==> config.mk <==
export PLATFORM = sky130hd
export DESIGN_NAME = apb_completer_regs
export DESIGN_NICKNAME = d
export VERILOG_FILES = /design/src/rtl/apb_pkg.sv /design/src/rtl/apb_reg_bank.sv /design/src/rtl/apb_completer_regs.sv
export SDC_FILE = /design/constraint.sdc
export NUM_CORES = 1
export LEC_CHECK = 0
export ABC_AREA = 0
export CAP_MARGIN = 40
export CELL_PAD_IN_SITES_DETAIL_PLACEMENT = 1
export CELL_PAD_IN_SITES_GLOBAL_PLACEMENT = 1
export CORE_MARGIN = 2
export CORE_UTILIZATION = 43
export CTS_CLUSTER_DIAMETER = 40
export CTS_CLUSTER_SIZE = 16
export DETAILED_ROUTE_END_ITERATION = 12
export GPL_ROUTABILITY_DRIVEN = 0
export PLACE_DENSITY_LB_ADDON = 0.3
export SLEW_MARGIN = 5
export SYNTH_ARGS = -nofsm -noshare
export SYNTH_HDL_FRONTEND = slang
export SYNTH_SLANG_ARGS = --single-unit
export TNS_END_PERCENT = 1
==> constraint.sdc <==
create_clock -name clk -period 2.71 [get_ports clk]
set_clock_uncertainty 0.15 [all_clocks]
set_input_delay 0.4065 -clock clk [delete_from_list [all_inputs] [get_ports clk]]
set_output_delay 0.4065 -clock clk [all_outputs]
set_load 0.02 [all_outputs]
==> src/rtl/apb_pkg.sv <==
// rtl/apb_pkg.sv - shared types and register map for the APB completer
package apb_pkg;

  typedef enum logic [1:0] {
    IDLE   = 2'd0,
    SETUP  = 2'd1,
    ACCESS = 2'd2
  } apb_state_t;

  localparam logic [7:0] ADDR_CTRL     = 8'h00;
  localparam logic [7:0] ADDR_DATA     = 8'h04;
  localparam logic [7:0] ADDR_WCOUNT   = 8'h08;
  localparam logic [7:0] ADDR_SCRATCH  = 8'h0C;

  localparam logic [7:0] SCRATCH_RESET = 8'hA5;

endpackage

==> src/rtl/apb_reg_bank.sv <==
// rtl/apb_reg_bank.sv - register bank with address decode and error flagging
module apb_reg_bank
  import apb_pkg::*;
#(
  parameter int ADDR_WIDTH = 8,
  parameter int DATA_WIDTH = 8
) (
  input  logic                  i_clk,
  input  logic                  i_reset,
  input  logic [ADDR_WIDTH-1:0] i_addr,
  input  logic                  i_write,
  input  logic [DATA_WIDTH-1:0] i_wdata,
  input  logic                  i_commit,
  output logic [DATA_WIDTH-1:0] o_rdata,
  output logic                  o_err,
  output logic [DATA_WIDTH-1:0] o_data
);

  logic [DATA_WIDTH-1:0] r_ctrl;
  logic [DATA_WIDTH-1:0] r_data;
  logic [DATA_WIDTH-1:0] r_wcount;
  logic [DATA_WIDTH-1:0] r_scratch;

  logic w_misaligned;
  logic w_out_of_range;
  logic w_ro_write;

  assign w_misaligned   = |i_addr[1:0];
  assign w_out_of_range = i_addr > ADDR_WIDTH'(ADDR_SCRATCH);
  assign w_ro_write     = i_write && (i_addr == ADDR_WIDTH'(ADDR_WCOUNT));
  assign o_err          = w_misaligned || w_out_of_range || w_ro_write;
  assign o_data         = r_data;

  // Error transfers always read back zero.
  always_comb begin
    o_rdata = '0;
    if (!o_err) begin
      case (i_addr)
        ADDR_WIDTH'(ADDR_CTRL):    o_rdata = r_ctrl;
        ADDR_WIDTH'(ADDR_DATA):    o_rdata = r_data;
        ADDR_WIDTH'(ADDR_WCOUNT):  o_rdata = r_wcount;
        ADDR_WIDTH'(ADDR_SCRATCH): o_rdata = r_scratch;
        default:                   o_rdata = '0;
      endcase
    end
  end

  always_ff @(posedge i_clk or posedge i_reset) begin
    if (i_reset) begin
      r_ctrl    <= '0;
      r_data    <= '0;
      r_wcount  <= '0;
      r_scratch <= DATA_WIDTH'(SCRATCH_RESET);
    end else if (i_commit && i_write && !o_err) begin
      case (i_addr)
        ADDR_WIDTH'(ADDR_CTRL):    r_ctrl    <= i_wdata;
        ADDR_WIDTH'(ADDR_DATA):    r_data    <= i_wdata;
        ADDR_WIDTH'(ADDR_SCRATCH): r_scratch <= i_wdata;
        default: ;
      endcase
      r_wcount <= r_wcount + DATA_WIDTH'(1);
    end
  end

endmodule

==> src/rtl/apb_completer_regs.sv <==
// rtl/apb_completer_regs.sv - APB completer FSM with wait states over apb_reg_bank
module apb_completer_regs
  import apb_pkg::*;
#(
  parameter int ADDR_WIDTH  = 8,
  parameter int DATA_WIDTH  = 8,
  parameter int WAIT_STATES = 1
) (
  input  logic                  clk,
  input  logic                  reset,
  input  logic                  psel,
  input  logic                  penable,
  input  logic                  pwrite,
  input  logic [ADDR_WIDTH-1:0] paddr,
  input  logic [DATA_WIDTH-1:0] pwdata,
  output logic [DATA_WIDTH-1:0] prdata,
  output logic                  pready,
  output logic                  pslverr,
  output logic [DATA_WIDTH-1:0] data_out
);

  localparam logic [3:0] WAIT_INIT = 4'(WAIT_STATES);

  apb_state_t            r_state;
  logic [3:0]            r_cnt;
  logic [ADDR_WIDTH-1:0] r_addr;
  logic                  r_write;
  logic [DATA_WIDTH-1:0] r_wdata;
  logic                  r_pready;
  logic                  r_pslverr;
  logic [DATA_WIDTH-1:0] r_prdata;

  logic                  w_latch;
  logic                  w_commit;
  logic [ADDR_WIDTH-1:0] w_addr;
  logic                  w_write;
  logic [DATA_WIDTH-1:0] w_rdata;
  logic                  w_err;

  assign w_latch  = (r_state == SETUP) && psel && penable;
  assign w_commit = (r_state == ACCESS) && r_pready;
  // With zero wait states the response is built on the latching edge itself.
  assign w_addr   = w_latch ? paddr  : r_addr;
  assign w_write  = w_latch ? pwrite : r_write;

  apb_reg_bank #(
    .ADDR_WIDTH(ADDR_WIDTH),
    .DATA_WIDTH(DATA_WIDTH)
  ) u_bank (
    .i_clk   (clk),
    .i_reset (reset),
    .i_addr  (w_addr),
    .i_write (w_write),
    .i_wdata (r_wdata),
    .i_commit(w_commit),
    .o_rdata (w_rdata),
    .o_err   (w_err),
    .o_data  (data_out)
  );

  always_ff @(posedge clk or posedge reset) begin
    if (reset) begin
      r_state   <= IDLE;
      r_cnt     <= '0;
      r_addr    <= '0;
      r_write   <= 1'b0;
      r_wdata   <= '0;
      r_pready  <= 1'b0;
      r_pslverr <= 1'b0;
      r_prdata  <= '0;
    end else begin
      r_pready  <= 1'b0;
      r_pslverr <= 1'b0;
      r_prdata  <= '0;
      case (r_state)
        IDLE: begin
          if (psel && !penable) r_state <= SETUP;
        end
        SETUP: begin
          if (w_latch) begin
            r_state <= ACCESS;
            r_addr  <= paddr;
            r_write <= pwrite;
            r_wdata <= pwdata;
            r_cnt   <= WAIT_INIT;
            if (WAIT_INIT == 4'd0) begin
              r_pready  <= 1'b1;
              r_pslverr <= w_err;
              r_prdata  <= w_write ? '0 : w_rdata;
            end
          end else begin
            r_state <= IDLE;
          end
        end
        ACCESS: begin
          if (r_pready) begin
            r_state <= IDLE;
          end else if (!psel) begin
            r_state <= IDLE;
            r_cnt   <= '0;
          end else begin
            r_cnt <= r_cnt - 4'd1;
            if (r_cnt == 4'd1) begin
              r_pready  <= 1'b1;
              r_pslverr <= w_err;
              r_prdata  <= w_write ? '0 : w_rdata;
            end
          end
        end
        default: r_state <= IDLE;
      endcase
    end
  end

  assign pready  = r_pready;
  assign pslverr = r_pslverr;
  assign prdata  = r_prdata;

endmodule

==> results.md <==
* Post-CTS Hold Buffers at 0
* Status: finished, final reports clean
* Global-route wire length before repair at 12700 um
* Final net count at 367
* IO buf count at 38
* Chip height at 88.2 um
* Largest net degree at the start of global routing at 66
* Root buffer cell: clkbuf_8
* Core Region at 0.00683 mm2
* F_max at 394 MHz
* TritonCTS clock tree: done
* Clock Sinks at 65
* Compound-gate portion of the synthesized area at 9.60%
* Synth Area in Simple Gates at 19.2%
* Syn. warnings at 0
* Synth Instances at 294
* Syn Std Cell Area at 0.00305 mm2
* VDD IR max at 0.000384 V
* Initial drt markers at 74
* Clock slew at reported path FFs at 0.07 ns
* Die Width at 88.2 um
* R2R Setup Slk at 0.17 ns
* Commonest cells after routing, fill and taps aside: nand2_1 (67), dfrtp_1 (61), clkdlybuf4s50_1 (38)
* Htree depth at 3
* Relative slew slack at 65.3%
* Starting density of the core at 44.7%
* Vias in the first global route at 2505
* Critical path type: flop to flop
* HP Class: input pin to async pin
* Global route overflow at 0
* Total track usage at 21.1%
* WL final at 7350 um
* Routed WL per cell at 16.5 um
* Sequential-to-total area share from yosys stat at 53.5%
* Ys flop type: dfrtp_1
* Syn Nets at 318
* Max Cap Viol at 0
* Startpoint Class: flop
* Total Power at 2.17 mW
* Unrepaired setup endpoints after global routing: false
* Initial antenna violation count at 0
* Pwr dens at 578 mW/mm2
* # setup viols final at 0
* Unique cell type count in the Yosys netlist at 37
* Detailed-route DRC error count at 0
* DR pass1 iterations at 4
* Via count at 2369
* Worst path required time at 2.78 ns
* Worst-Skew Late Latency at 0.33 ns
* Slew Viols, Final at 0
* Most common cell after layout, fill and taps aside: nand2_1
* Mean area per synthesized cell at 10.4 um2
* CP Max Fanout at 8
* Share of cells above drive strength 1 at 17.5%
* Remaining antenna violation count at 0
* Final core occ at 55.0%
* Minimum clock period at 2.54 ns
* I/O pins at 39
* DP HPWL at 5110 um
* Row cnt at 30
* Finished Layout Cells at 444
* Number of synthesized register bits at 65
* Synth Area in Adders at 1.23%
* Finished Cell Area at 0.00376 mm2
* Diode count at 0
* Dpl cells at 426
* Worst Tran Pin Value at 0.506 ns
* Xor/xnor share of the synthesized area at 2.01%
* Vias per std cell at 5.34
* Cts bufs inserted at 9
* Max clock buf depth at 2
* Area grow syn2layout at 23.1%
* EDFF count, synth at 0
* Die area at 0.00778 mm2
* Multiplexer share of the synthesized area at 10.9%
* Synth async-reset ratio at 100%
* Fin. Hold Viols at 0
* Leak pwr at 1.71 nW
* Area post-placement at 0.00357 mm2
* Critical path arrival at 2.61 ns
* Main combinational cell family by area after synthesis: simple AND/OR/NAND/NOR gates
* Fin crit share at 93.8%
* WHS at 0.311 ns
* Worst setup EP type: flop
==> power breakdown <==
| group | total [mW] | switching, mW | internal, mW |
|---|---|---|---|
| combinational | 0.311 | 0.176 | 0.135 |
| sequential | 1.13 | 0.0814 | 1.05 |
| clock | 0.730 | 0.352 | 0.378 |
==> registers in the layout, indices dropped and copies added (netlist names), 2 cells and up <==
| signal | cells |
|---|---|
| r_state | 2 |
| r_wdata | 8 |
| prdata | 8 |
| r_addr | 8 |
| u_bank.r_scratch | 8 |
| u_bank.r_wcount | 8 |
| u_bank.o_data | 8 |
| r_cnt | 4 |
| u_bank.r_ctrl | 8 |
==> critical path: stages (launching register included) <==
cell	delay [ns]
dfrtp_1	0.39
or4_4	0.55
or4_4	0.58
nor3b_4	0.24
buf_4	0.19
mux2_2	0.33
==> per-stage QoR <==
step	TNS (ns)	worst slack (ns)
after CTS	0	0.00993
after detailed placement	-0.713	-0.0749
final	0	0.169
after global placement	0	0.0302
after global routing	0	0.127
after floorplan	0	0.212
==> repair_timing <==
item	4_1_cts	5_1_grt
setup buffers	0	2
gates resized for setup	0	0
endpoints found under the setup margin	0	8
==> layer usage <==
| layer | track usage [%] | part of all wire, % | vias to the layer above |
|---|---|---|---|
| met5 | 0 | 0 | - |
| met4 | 7.85 | 1.6 | 0 |
| met3 | 2.80 | 2.3 | 10 |
| met2 | 34.0 | 48 | 38 |
| met1 | 29.4 | 48 | 1210 |
| li1 | - | - | 1111 |
==> path summary, 6_finish.rpt <==
kind	cells past startpoint	endpoint	from
max	5	u_bank.o_data[6]$_DFFE_PP0P_	r_addr[7]$_DFFE_PP0N_
min	3	r_cnt[3]$_DFFE_PP0P_	reset
max reg2reg	5	u_bank.o_data[6]$_DFFE_PP0P_	r_addr[7]$_DFFE_PP0N_
min reg2reg	1	u_bank.r_wcount[7]$_DFFE_PP0N_	u_bank.r_wcount[7]$_DFFE_PP0N_
max in group asynchronous	3	u_bank.r_scratch[5]$_DFFE_PP1P_	reset
min in group clk	1	u_bank.r_wcount[7]$_DFFE_PP0N_	u_bank.r_wcount[7]$_DFFE_PP0N_
==> synthesized netlist by cell type (all sizes together), types with 2 or more instances <==
master	count	area share, %
nand3	3	0.49
nand2	67	8.2
a22oi	8	2.0
nand2b	18	3.7
nand4	2	0.41
nor4	4	0.82
dfrtp	61	50
xor2	6	1.7
o21ai	13	2.1
ha	3	1.2
clkbuf	8	0.98
mux2	26	9.6
mux2i	4	1.3
nor2	4	0.49
inv	8	0.98
a21oi	25	4.1
nor3	6	0.98
dfstp	4	3.4
buf	5	1.6
nand4b	2	0.57
or4	3	0.98
==> cells by family after synthesis <==
| group | after synthesis |
|---|---|
| buf+inv | 21 |
| xor+xnor | 7 |
| mux | 30 |
| fa+ha+maj | 3 |
| simple gates | 117 |
| compound gates | 51 |
| flops | 65 |
==> cell type report <==
cell class / count / area (um2)
fill: 774 / 3080
sequential: 65 / 1630
multi-input combinational: 208 / 1310
timing repair buffer: 51 / 490
clock buffer: 13 / 159
tap: 96 / 120
inverter: 8 / 30.0
clock inverter: 3 / 15.0
(Power assumes the default switching activity.)
